File: config.mk
export PLATFORM = sky130hd
export DESIGN_NAME = generic_bus_arbiter_flat
export DESIGN_NICKNAME = d
export VERILOG_FILES = /design/src/rtl/generic_bus_arbiter_if.sv /design/src/rtl/generic_bus_arbiter.sv /design/src/flat_wrapper.sv
export SDC_FILE = /design/constraint.sdc
export NUM_CORES = 1
export LEC_CHECK = 0
export CAP_MARGIN = 30
export CORE_AREA = 2 2 122 124
export DETAILED_ROUTE_END_ITERATION = 8
export DIE_AREA = 0 0 124 126
export PLACE_DENSITY = 0.64
export SLEW_MARGIN = 20
export SYNTH_ARGS = -nofsm -noshare
export SYNTH_HDL_FRONTEND = slang
export SYNTH_SLANG_ARGS = --single-unit
File: constraint.sdc
create_clock -name CLK -period 1.4 [get_ports CLK]
set_input_delay 0.14 -clock CLK [delete_from_list [all_inputs] [get_ports CLK]]
set_output_delay 0.14 -clock CLK [all_outputs]
set_load 0.005 [all_outputs]
File: src/rtl/generic_bus_arbiter_if.sv
// Simple memory bus: the requestor drives addr/data/strobes and the responder
// answers with rdata plus a busy flag that drops for one cycle on completion.
interface generic_bus_if #(
    parameter int RAM_ADDR_SIZE = 32
);
    logic [RAM_ADDR_SIZE-1:0] addr;
    logic [31:0]              wdata;
    logic [31:0]              rdata;
    logic                     ren;
    logic                     wen;
    logic                     busy;
    logic [3:0]               byte_en;

    // Responder view: what an arbiter or memory sees of an upstream master.
    modport generic_bus (
        input  addr, ren, wen, wdata, byte_en,
        output rdata, busy
    );

    // Master view: what drives a downstream memory.
    modport cpu (
        output addr, ren, wen, wdata, byte_en,
        input  rdata, busy
    );
endinterface

File: src/rtl/generic_bus_arbiter.sv
// Two-master arbiter (instruction and data side) onto one memory port with
// alternating priority under contention and a mandatory idle cycle per grant.
module generic_bus_arbiter #(
    parameter bit DATA_FIRST = 1'b1
) (
    input logic                CLK,
    input logic                nRST,
    generic_bus_if.generic_bus ibus,
    generic_bus_if.generic_bus dbus,
    generic_bus_if.cpu         out
);

    typedef enum logic [1:0] {
        IDLE  = 2'd0,
        GNT_I = 2'd1,
        GNT_D = 2'd2
    } state_t;

    typedef enum logic {
        SIDE_I = 1'b0,
        SIDE_D = 1'b1
    } side_t;

    // The side recorded as "last served" at reset is the one that must lose
    // the first contention.
    localparam side_t RESET_LAST = DATA_FIRST ? SIDE_I : SIDE_D;

    state_t state;
    side_t  last_served;
    logic   ireq;
    logic   dreq;

    assign ireq = ibus.ren | ibus.wen;
    assign dreq = dbus.ren | dbus.wen;

    // NOTE: sequential state uses non-blocking assignments so every register
    // samples the pre-edge values regardless of statement order.
    always_ff @(posedge CLK) begin
        if (!nRST) begin
            state       <= IDLE;
            last_served <= RESET_LAST;
        end else begin
            case (state)
                IDLE: begin
                    if (ireq && dreq) begin
                        state <= (last_served == SIDE_D) ? GNT_I : GNT_D;
                    end else if (dreq) begin
                        state <= GNT_D;
                    end else if (ireq) begin
                        state <= GNT_I;
                    end
                end
                GNT_I: begin
                    // A dropped request is an abort and does not count as service.
                    if (!ireq) begin
                        state <= IDLE;
                    end else if (!out.busy) begin
                        state       <= IDLE;
                        last_served <= SIDE_I;
                    end
                end
                GNT_D: begin
                    if (!dreq) begin
                        state <= IDLE;
                    end else if (!out.busy) begin
                        state       <= IDLE;
                        last_served <= SIDE_D;
                    end
                end
                default: state <= IDLE;
            endcase
        end
    end

    // The downstream port is a pure mux of the granted requestor so a
    // request launched on the grant edge can complete in that same cycle.
    // NOTE: every output gets a default before the case so no latch is inferred.
    always_comb begin
        out.addr    = '0;
        out.wdata   = '0;
        out.byte_en = '0;
        out.ren     = 1'b0;
        out.wen     = 1'b0;
        ibus.busy   = 1'b1;
        dbus.busy   = 1'b1;
        case (state)
            GNT_I: begin
                out.addr    = ibus.addr;
                out.wdata   = ibus.wdata;
                out.byte_en = ibus.byte_en;
                out.ren     = ibus.ren;
                out.wen     = ibus.wen;
                ibus.busy   = out.busy | ~ireq;
            end
            GNT_D: begin
                out.addr    = dbus.addr;
                out.wdata   = dbus.wdata;
                out.byte_en = dbus.byte_en;
                out.ren     = dbus.ren;
                out.wen     = dbus.wen;
                dbus.busy   = out.busy | ~dreq;
            end
            default: ;
        endcase
    end

    // Read data is broadcast; only the granted side's busy=0 qualifies it.
    assign ibus.rdata = out.rdata;
    assign dbus.rdata = out.rdata;

endmodule

File: src/flat_wrapper.sv
// flat-port wrapper written by rule: the top's interface ports become plain ports
module generic_bus_arbiter_flat 
#(
    parameter bit DATA_FIRST = 1'b1
)
  (CLK, nRST, ibus_addr, ibus_ren, ibus_wen, ibus_wdata, ibus_byte_en, ibus_rdata, ibus_busy, dbus_addr, dbus_ren, dbus_wen, dbus_wdata, dbus_byte_en, dbus_rdata, dbus_busy, out_addr, out_ren, out_wen, out_wdata, out_byte_en, out_rdata, out_busy);
  generic_bus_if ibus_i ();
  generic_bus_if dbus_i ();
  generic_bus_if out_i ();
  input logic CLK;
  input logic nRST;
  input wire logic [$bits(ibus_i.addr)-1:0] ibus_addr;
  input wire logic [$bits(ibus_i.ren)-1:0] ibus_ren;
  input wire logic [$bits(ibus_i.wen)-1:0] ibus_wen;
  input wire logic [$bits(ibus_i.wdata)-1:0] ibus_wdata;
  input wire logic [$bits(ibus_i.byte_en)-1:0] ibus_byte_en;
  output wire logic [$bits(ibus_i.rdata)-1:0] ibus_rdata;
  output wire logic [$bits(ibus_i.busy)-1:0] ibus_busy;
  input wire logic [$bits(dbus_i.addr)-1:0] dbus_addr;
  input wire logic [$bits(dbus_i.ren)-1:0] dbus_ren;
  input wire logic [$bits(dbus_i.wen)-1:0] dbus_wen;
  input wire logic [$bits(dbus_i.wdata)-1:0] dbus_wdata;
  input wire logic [$bits(dbus_i.byte_en)-1:0] dbus_byte_en;
  output wire logic [$bits(dbus_i.rdata)-1:0] dbus_rdata;
  output wire logic [$bits(dbus_i.busy)-1:0] dbus_busy;
  output wire logic [$bits(out_i.addr)-1:0] out_addr;
  output wire logic [$bits(out_i.ren)-1:0] out_ren;
  output wire logic [$bits(out_i.wen)-1:0] out_wen;
  output wire logic [$bits(out_i.wdata)-1:0] out_wdata;
  output wire logic [$bits(out_i.byte_en)-1:0] out_byte_en;
  input wire logic [$bits(out_i.rdata)-1:0] out_rdata;
  input wire logic [$bits(out_i.busy)-1:0] out_busy;
  assign ibus_i.addr = ibus_addr;
  assign ibus_i.ren = ibus_ren;
  assign ibus_i.wen = ibus_wen;
  assign ibus_i.wdata = ibus_wdata;
  assign ibus_i.byte_en = ibus_byte_en;
  assign ibus_rdata = ibus_i.rdata;
  assign ibus_busy = ibus_i.busy;
  assign dbus_i.addr = dbus_addr;
  assign dbus_i.ren = dbus_ren;
  assign dbus_i.wen = dbus_wen;
  assign dbus_i.wdata = dbus_wdata;
  assign dbus_i.byte_en = dbus_byte_en;
  assign dbus_rdata = dbus_i.rdata;
  assign dbus_busy = dbus_i.busy;
  assign out_addr = out_i.addr;
  assign out_ren = out_i.ren;
  assign out_wen = out_i.wen;
  assign out_wdata = out_i.wdata;
  assign out_byte_en = out_i.byte_en;
  assign out_i.rdata = out_rdata;
  assign out_i.busy = out_busy;
  generic_bus_arbiter #(.DATA_FIRST(DATA_FIRST)) u_core (.CLK(CLK), .nRST(nRST), .ibus(ibus_i), .dbus(dbus_i), .out(out_i));
endmodule
### Yosys cells after proc, flatten, opt, wreduce, memory -nomap -nowiden

Index checks and enable logic that the tools add are counted.

* flip-flop bits (word level): 3
* bits of input ports: 175
* output and inout port bits: 136
* logic and storage cells: 39

* equal/unequal tests: 7
* mux-type cells: 20
* bitwise gates (word level): 6
* reduce and logical (&&, ||, !) cells: 4

Operators with widths (count)
* $pmux W32 S2: 2
* $mux W2: 7
* $pmux W4 S2: 1
* $mux W1: 6
* $pmux W1 S2: 3
* $pmux W2 S3: 1
* $reduce_and A5 Y1: 1
* $ne A2 B1 Y1 const B: 2
* $ne A2 B2 Y1 const B: 2
* $ne A4 B1 Y1 const B: 1
* $or A1 B1 Y1: 4
* $eq A2 B1 Y1 const B: 1
* $eq A2 B2 Y1 const B: 1
* $logic_not A2 Y1: 1
* $not A1 Y1: 2
* $reduce_bool A2 Y1: 1
* $logic_and A1 B1 Y1: 1

### Logic depth before layout (Yosys ltp)

Gate-level depths: netlist of the first run.

* depth in word-level cells: 5
* mapped depth: 7
* mapped depth without buffers: 6

### Worst setup path before layout of the first run

No wires, ideal clock.

* path kind: register to register
* from: register u_core.state[1]
* to: register u_core.last_served
* library setup time: 116 ps
* arrival: 1349 ps
* path slack: -65 ps
* stages on the path, launching flop included: 8
* path buffers: 1
* cell sequence: dfxtp_1 inv_1 ha_1 buf_6 nand2b_4 a211oi_2 mux2i_1 nor2b_1

* cells in the longest elaborated chain, start to end: 3

RTL lines
* start: declaration: RTL line generic_bus_arbiter.sv:28 `state_t state;`
* start signal: assignment: RTL line generic_bus_arbiter.sv:46 `state <= (last_served == SIDE_D) ? GNT_I : GNT_D;`
* $eq A2 B2 Y1 / $eq A2 B1 Y1 (equally long branches): RTL line generic_bus_arbiter.sv:43 `case (state)`
* $ne A2 B1 Y1 (no line), or another cell as far along
* $reduce_and A5 Y1 (no line)
* end signal: assignment: RTL line generic_bus_arbiter.sv:41 `last_served <= RESET_LAST;`
* end signal: assignment: RTL line generic_bus_arbiter.sv:59 `last_served <= SIDE_I;`
* end signal: assignment: RTL line generic_bus_arbiter.sv:67 `last_served <= SIDE_D;`
* end: declaration: RTL line generic_bus_arbiter.sv:29 `side_t last_served;`

Parallel ways exist; a longest one is shown, timed or not.
A chain may end at the register's enable or synchronous reset.

### Final worst setup path of the first run

* from: register u_core.state[0]
* to: output port out_wdata[31]

* cells in the longest elaborated chain, start to end: 2

RTL lines
* $eq A2 B2 Y1 / $eq A2 B1 Y1 (equally long branches): RTL line generic_bus_arbiter.sv:86 `case (state)`
* $pmux W32 S2 *: RTL line generic_bus_arbiter.sv:86
* end: declaration: RTL line flat_wrapper.sv:29 `output wire logic [$bits(out_i.wdata)-1:0] out_wdata;`

Mark *: on every way between the ends. The rest lies on a longest branch, timed or not.

==> metrics.csv, run 1 <==
stage,metric,value,unit
timing,number of hold violations in the final report,0,
clock_tree,clock-pin slew of the registers on the worst-case setup and hold paths,0.03,ns
logic_synthesis,Synth Area per Inst,7.146,sq um
timing,Final Max Tran Viols,0,
logic_synthesis,top-area cell type share of the netlist area,28.28,%
detailed_routing,vias,2824,
floorplan,Die Y,126,um
min_path,hold_sp,out_rdata[1],
logic_synthesis,sequential area share after synthesis,3.232,%
layout,Area growth syn-to-layout,179.9,%
placed_design,HPWL Detailed,6925,um
timing,setup ws final,-0.3352,ns
worst_setup_path,Crit Path Class,reg2out,
clock_tree,hold buffer count at CTS,0,
global_route,first-pass GRT wire length,16620,um
worst_setup_path,CP startpoint kind,flip-flop,
pwr,LEAKAGE,1.981,nW
min_path,worst hold-check path type,in2out,
global_route,total track usage,14.27,%
clock_tree,TritonCTS clock tree,built,
detailed_routing,Initial DRC Count,56,
clock_tree,clock buffer count from CTS,3,
clock_tree,clk root buf,clkbuf_16,
clock_tree,H-tree depth,1,
worst_setup_path,Worst R2R Start,u_core.state[0],
logic_synthesis,Post-synth top flop,dfxtp_1,
timing,Final setup viols,75,
timing,Slew Limit Headroom,81.74,%
floorplan,Starting Density,12.98,%
logic_synthesis,Post-Syn Area,1858,sq um
pwr,total power per unit cell area,592.4,nW/um^2
logic_synthesis,Post-synth top cells,"71 x nor2b_1, 70 x a22oi_1, 64 x buf_4",
logic_synthesis,Synth Net Count,440,
floorplan,CORE AREA,14310,sq um
worst_setup_path,WP data required,1.26,ns
layout,Antenna Cells,0,
timing,Slew @ Worst Pin,0.2733,ns
global_route,total grt overflow,0,
run_status,status,"complete, but fails checks",
placed_design,pre-CTS WS,-0.4494,ns
logic_synthesis,number of distinct library cells after synthesis,24,
worst_setup_path,"reg-to-reg slack, setup",-0.25,ns
run_status,failing checks,setup timing,
placed_design,Routability Congestion,0.8177,
clock_tree,Skew-Pair Late Insertion Delay,0.22,ns
logic_synthesis,"EDFF count, synth",0,
run,max-cap violations,0,
logic_synthesis,Seq cells post-synth,3,
detailed_routing,Pre-Repair DR Iteration Count,4,
global_route,vias in the first global route,2968,
worst_setup_path,kind of end point of the critical path,output pin,
worst_setup_path,critical path peak fanout,6,
timing,f_max,576.3,MHz
timing,skew final,0.0001996,ns
floorplan,# IOs,311,
floorplan,Die ar.,15620,sq um
timing,period utilisation layout,123.9,%
worst_setup_path,CP Data Arrival Time,1.60,ns
logic_synthesis,leading area contributor after synthesis,a22oi_1,
layout,Layout Nets,656,
logic_synthesis,Synth Warn #,0,
min_path,Min-Delay Endpoint,dbus_rdata[1],
floorplan,die extent in x,124,um
min_path,Worst Hold Depth,0,
logic_synthesis,Synth Instances,260,
pwr,Max IR drop VDD,0.0003588,V
placed_design,Placed Area,3846,sq um
timing,Period minus WS final,1.735,ns
logic_synthesis,"top cells by area, synth","a22oi_1 28%, buf_4 26%, nor2b_1 24%",
detailed_routing,DRC Markers,0,
layout,design area,5200,sq um
global_route,largest net degree at the start of global routing,18,
logic_synthesis,Async SR Flop Fraction,0,%
worst_setup_path,worst r2r dst,u_core.last_served,
layout,share of layout cells above drive strength 1,54.32,%
placed_design,IO Port Bufs,214,
detailed_routing,Routed Antenna Nets,0,
logic_synthesis,most frequent cell after synthesis,nor2b_1,
timing,RSZ-0062 raised after global routing,true,
clock_tree,Clock Tree Buf Depth,2,
detailed_routing,routed len/inst,18.76,um
detailed_routing,Routed WL,12360,um
global_route,initial antenna violation count,0,
floorplan,Rows,44,
detailed_routing,via-per-instance ratio,4.285,
clock_tree,clock tree sinks,3,
worst_setup_path,R2R depth,9,
[final cells by class]
| class | count | area, sq um |
|---|---|---|
| timing repair buffer | 298 | 3108 |
| sequential | 3 | 67.56 |
| multi-input combinational | 167 | 1697 |
| fill | 1420 | 9114 |
| inverter | 3 | 18.77 |
| tap | 184 | 230.2 |
| clock buffer | 4 | 78.83 |
[critical path, cell delays in order (launching register included)]
cell     delay [ns]
dfxtp_4        0.36
inv_6          0.04
ha_4           0.21
buf_6          0.14
buf_6          0.13
buf_16         0.14
a22oi_2        0.15
nor2b_1        0.07
buf_2          0.12
[cells in the final DEF, fill, tap and decap left out, types with 5 or more instances in the layout]
cell type,count
clkbuf_16,8
clkdlybuf4s50_1,142
nor2b_2,5
buf_2,67
a22oi_2,69
buf_8,10
buf_16,12
buf_4,19
buf_6,26
nor2b_4,9
buf_12,15
nor2b_1,57
[kinds of logic after synthesis]
logic type	synth area share, %
buffers and inverters	32.12
AO/OA/AOI/OAI	32.52
adder cells (fa/ha/maj)	3.367
AND/OR/NAND/NOR	28.22
multiplexers	0.5387
flip-flops	3.232
[report_power, final]
part / leakage, nW / internal [mW] / switching (mW)
registers: 0.0259 / 0.0938 / 0.0117
clock network: 0.0382 / 0.375 / 0.0742
logic: 1.92 / 1.61 / 0.912
[per-layer routing]
layer  track usage, %  wire (um)
met1            15.60       4439
met2            26.02       6415
met3            2.989        931
met4            6.345        574
met5                0          0
[metrics by stage]
step | cells | TNS, ns | total power, mW | utilization (%) | hold WS [ns]
3_5_place_dp | 589 | -30.57 | 1.528 | 26.87 | 0.2801
3_3_place_gp | 589 | -27.13 | 1.490 | 26.87 | 0.2801
2_1_floorplan | 260 | 0 | 0.8091 | - | 0.2682
5_1_grt | 659 | -23.13 | 3.245 | 36.33 | 0.2800
6_report | 659 | -19.36 | 3.080 | 36.33 | 0.2800
4_1_cts | 648 | -19.12 | 2.930 | 34.74 | 0.2801
[registers in the layout (all words and copies together), names as in the netlist]
register / count
u_core.state: 2
u_core.last_served: 1
[worst max path at each step]
stage                    startpoint              end  slack (ns)  depth (start not counted)
floorplan           u_core.state[1]  u_core.state[1]       0.008                          7
CTS                 u_core.state[1]     out_addr[17]       -0.38                          7
finish              u_core.state[0]    out_wdata[31]       -0.34                          8
global placement    u_core.state[0]     out_addr[30]       -0.40                          5
detailed placement  u_core.state[0]    out_wdata[25]       -0.45                          6
global route        u_core.state[0]    out_wdata[26]       -0.39                          8
[timing repair]
item / in CTS / in global routing
cloned: 15 / 5
pin swaps: 41 / 26
buffers inserted: 43 / 13
setup endpoints to repair: 75 / 75
resized for setup: 431 / 44
(Power assumes the default switching activity.)
==> run 2, diff against run 1 <==
--- a/config.mk
+++ b/config.mk
@@ -6,10 +6,10 @@
 export NUM_CORES = 1
 export LEC_CHECK = 0
 export CAP_MARGIN = 30
-export CORE_AREA = 2 2 122 124
+export CORE_AREA = 8 8 115 117
 export DETAILED_ROUTE_END_ITERATION = 8
-export DIE_AREA = 0 0 124 126
-export PLACE_DENSITY = 0.64
+export DIE_AREA = 0 0 123 125
+export PLACE_DENSITY = 0.76
 export SLEW_MARGIN = 20
 export SYNTH_ARGS = -nofsm -noshare
 export SYNTH_HDL_FRONTEND = slang
==> run 2 against run 1 <==
Effect of this change: the run still ends with setup timing left; global-route usage is 0.50 points higher; fmax is 0.40% higher; combinational power decreased by 3%; clock-buffer cell count unchanged; sequential power about the same; largest cell class unchanged.
==> metrics.csv, run 2 (synthesized netlist as in run 1, its figures left out) <==
stage,metric,value,unit,change
run_status,status,"complete, but fails checks",,
run_status,failing checks,setup timing,,
worst_setup_path,WP data required,1.26,ns,about the same
detailed_routing,DRC Markers,0,,unchanged
min_path,worst hold-check path type,in2out,,
global_route,first-pass GRT wire length,17580,um,+5.8%
pwr,Gate power share,81.2,%,-0.8 points
pwr,total power per unit cell area,602.6,nW/um^2,+1.7%
floorplan,Die ar.,15380,sq um,-1.6%
worst_setup_path,Crit Path Class,reg2out,,
detailed_routing,vias,2754,,-2.5%
layout,Layout Nets,639,,-2.6%
timing,Final setup viols,75,,unchanged
floorplan,die extent in x,123,um,-0.81%
layout,"commonest non-fill, non-tap cells in the layout","142 x clkdlybuf4s50_1, 70 x a22oi_2, 57 x buf_2",,
worst_setup_path,"reg-to-reg slack, setup",-0.29,ns,-0.04 ns
timing,number of hold violations in the final report,0,,unchanged
global_route,vias in the first global route,3079,,+3.7%
pwr,Psw,1.006,mW,+0.82%
placed_design,Placed Area,3865,sq um,+0.49%
worst_setup_path,critical path peak fanout,8,,+2
layout,largest registers,"u_core.state (2), u_core.last_served (1)",,
detailed_routing,via-per-instance ratio,4.552,,+6.2%
global_route,total track usage,14.77,%,+0.50 points
timing,skew final,0.002311,ns,+0.002111 ns
timing,Slew @ Worst Pin,0.3916,ns,+0.1183 ns
pwr,switch share,33.18,%,+0.79 points
layout,Biggest register,u_core.state,,
worst_setup_path,Worst setup startpoint,u_core.state[0],,
floorplan,CORE AREA,11610,sq um,-19%
clock_tree,clock tree sinks,3,,unchanged
detailed_routing,Initial DRC Count,71,,+27%
detailed_routing,Pre-Repair DR Iteration Count,4,,unchanged
pwr,LEAKAGE,1.878,nW,-5.2%
clock_tree,H-tree depth,1,,unchanged
global_route,initial antenna violation count,0,,unchanged
worst_setup_path,critical path endpoint,out_wdata[19],,
worst_setup_path,WP depth,6,,-2
placed_design,placed instance count,554,,-5.9%
worst_setup_path,CP peak stage delay,0.38,ns,+0.02 ns
detailed_routing,routed len/inst,21.78,um,+16%
global_route,largest net degree at the start of global routing,20,,+2
detailed_routing,Routed Antenna Nets,0,,unchanged
timing,RSZ-0062 raised after global routing,true,,
worst_setup_path,worst r2r dst,u_core.last_served,,
timing,hold slack,0.2800,ns,unchanged
placed_design,HPWL Detailed,8275,um,+19%
layout,final cell count without fillers,605,,-8.2%
floorplan,Starting Density,16.00,%,+3.0 points
pwr,Tot Pwr,3.031,mW,-1.6%
timing,Slew Limit Headroom,73.84,%,-7.9 points
layout,"most common cell after layout, fill and taps aside",clkdlybuf4s50_1,,
pwr,Int Pwr,2.025,mW,-2.8%
run,max-cap violations,0,,unchanged
timing,Final Max Tran Viols,0,,unchanged
pwr,Max IR drop VDD,0.0003620,V,+0.87%
placed_design,Routability Congestion,0.6974,,-15%
worst_setup_path,CP Data Arrival Time,1.59,ns,about the same
layout,design area,5030,sq um,-3.3%
worst_setup_path,crit-path cells,inv_6 -> ha_4 -> buf_12 -> buf_8 -> nor2b_1 -> clkdlybuf4s15_2,,
timing,setup total negative slack,-18.15,ns,+1.207 ns
clock_tree,clock buffer count from CTS,3,,unchanged
worst_setup_path,Worst R2R Start,u_core.state[1],,
floorplan,# IOs,311,,unchanged
clock_tree,hold buffer count at CTS,0,,unchanged
clock_tree,clk root buf,clkbuf_16,,
floorplan,Rows,40,,-9.1%
layout,Antenna Cells,0,,unchanged
timing,f_max,578.6,MHz,+0.40%
pwr,clock share of power,15.3,%,+0.7 points
layout,share of layout cells above drive strength 1,56.11,%,+1.8 points
floorplan,Die Y,125,um,-0.79%
clock_tree,clock-pin slew of the registers on the worst-case setup and hold paths,0.03,ns,about the same
worst_setup_path,CP startpoint kind,flip-flop,,
pwr,sequential power share,3.5,%,about the same
clock_tree,Skew-Pair Late Insertion Delay,0.23,ns,about the same
detailed_routing,Routed WL,13180,um,+6.6%
clock_tree,Clock Tree Buf Depth,2,,unchanged
timing,Period minus WS final,1.728,ns,-0.006921 ns
layout,Area growth syn-to-layout,170.7,%,
timing,period utilisation layout,123.4,%,-0.49 points
layout,Util after Layout,43.32,%,+7.0 points
worst_setup_path,kind of end point of the critical path,output pin,,
worst_setup_path,Worst Path Buf+Inv,4,,-1
worst_setup_path,R2R depth,8,,-1
timing,setup ws final,-0.3283,ns,+0.006921 ns
placed_design,pre-CTS WS,-0.5047,ns,-0.05525 ns
layout,max reg flops,2,,unchanged
global_route,total grt overflow,0,,unchanged
worst_setup_path,Worst path top cell family by delay,buffers and inverters,,
worst_setup_path,Critical-path top delay cell,dfxtp_4,,
clock_tree,TritonCTS clock tree,built,,
placed_design,IO Port Bufs,214,,unchanged
-- run 2: worst min path at each step --
stage                  startpoint                 end  slack [ns]  cells after the start
detailed placement  out_rdata[19]      dbus_rdata[19]        0.28                      0
CTS                 out_rdata[19]      dbus_rdata[19]        0.28                      0
finish              out_rdata[31]      dbus_rdata[31]        0.28                      0
global route        out_rdata[24]      ibus_rdata[24]        0.28                      0
global placement    out_rdata[19]      dbus_rdata[19]        0.28                      0
floorplan                    nRST  u_core.last_served        0.27                      1
-- run 2: layer usage --
| layer | global-route usage [%] | routed length, um | vias up |
|---|---|---|---|
| li1 | - | - | 1259 |
| met1 | 14.51 | 4710 | 1312 |
| met2 | 27.49 | 6968 | 141 |
| met3 | 4.050 | 998 | 42 |
| met4 | 7.229 | 499 | 0 |
| met5 | 0 | 0 | - |
-- run 2: what timing repair did --
| action | 4_1_cts | 5_1_grt |
|---|---|---|
| cloned | 12 | 10 |
| setup buffers | 21 | 9 |
| pin swaps | 18 | 45 |
| setup endpoints to repair | 75 | 75 |
| resized for setup | 330 | 116 |
-- run 2: layout make-up --
type,instances,area [sq um]
Inverter,3,18.77
Timing Repair Buffer,281,2912
Fill cell,1114,6581
Tap cell,147,183.9
Multi-Input combinational cell,167,1769
Sequential cell,3,67.56
Clock buffer,4,78.83
-- run 2: worst reg2reg max path, delay by kind of cell (launching register included) --
family	cells	cell delay (ns)
AOI/OAI and AO/OA	1	0.24
and+or+nand+nor	2	0.21
muxes	1	0.20
adders and majority gates	1	0.19
buffers and inverters	3	0.37
DFF	1	0.37
-- run 2: power groups by stage --
stage	clock, mW	combinational, mW	sequential, mW
after floorplan	0	0.707	0.102
after global placement	0	1.44	0.101
after detailed placement	0	1.48	0.102
after CTS	0.472	2.25	0.106
after global routing	0.479	2.60	0.108
final	0.464	2.46	0.106
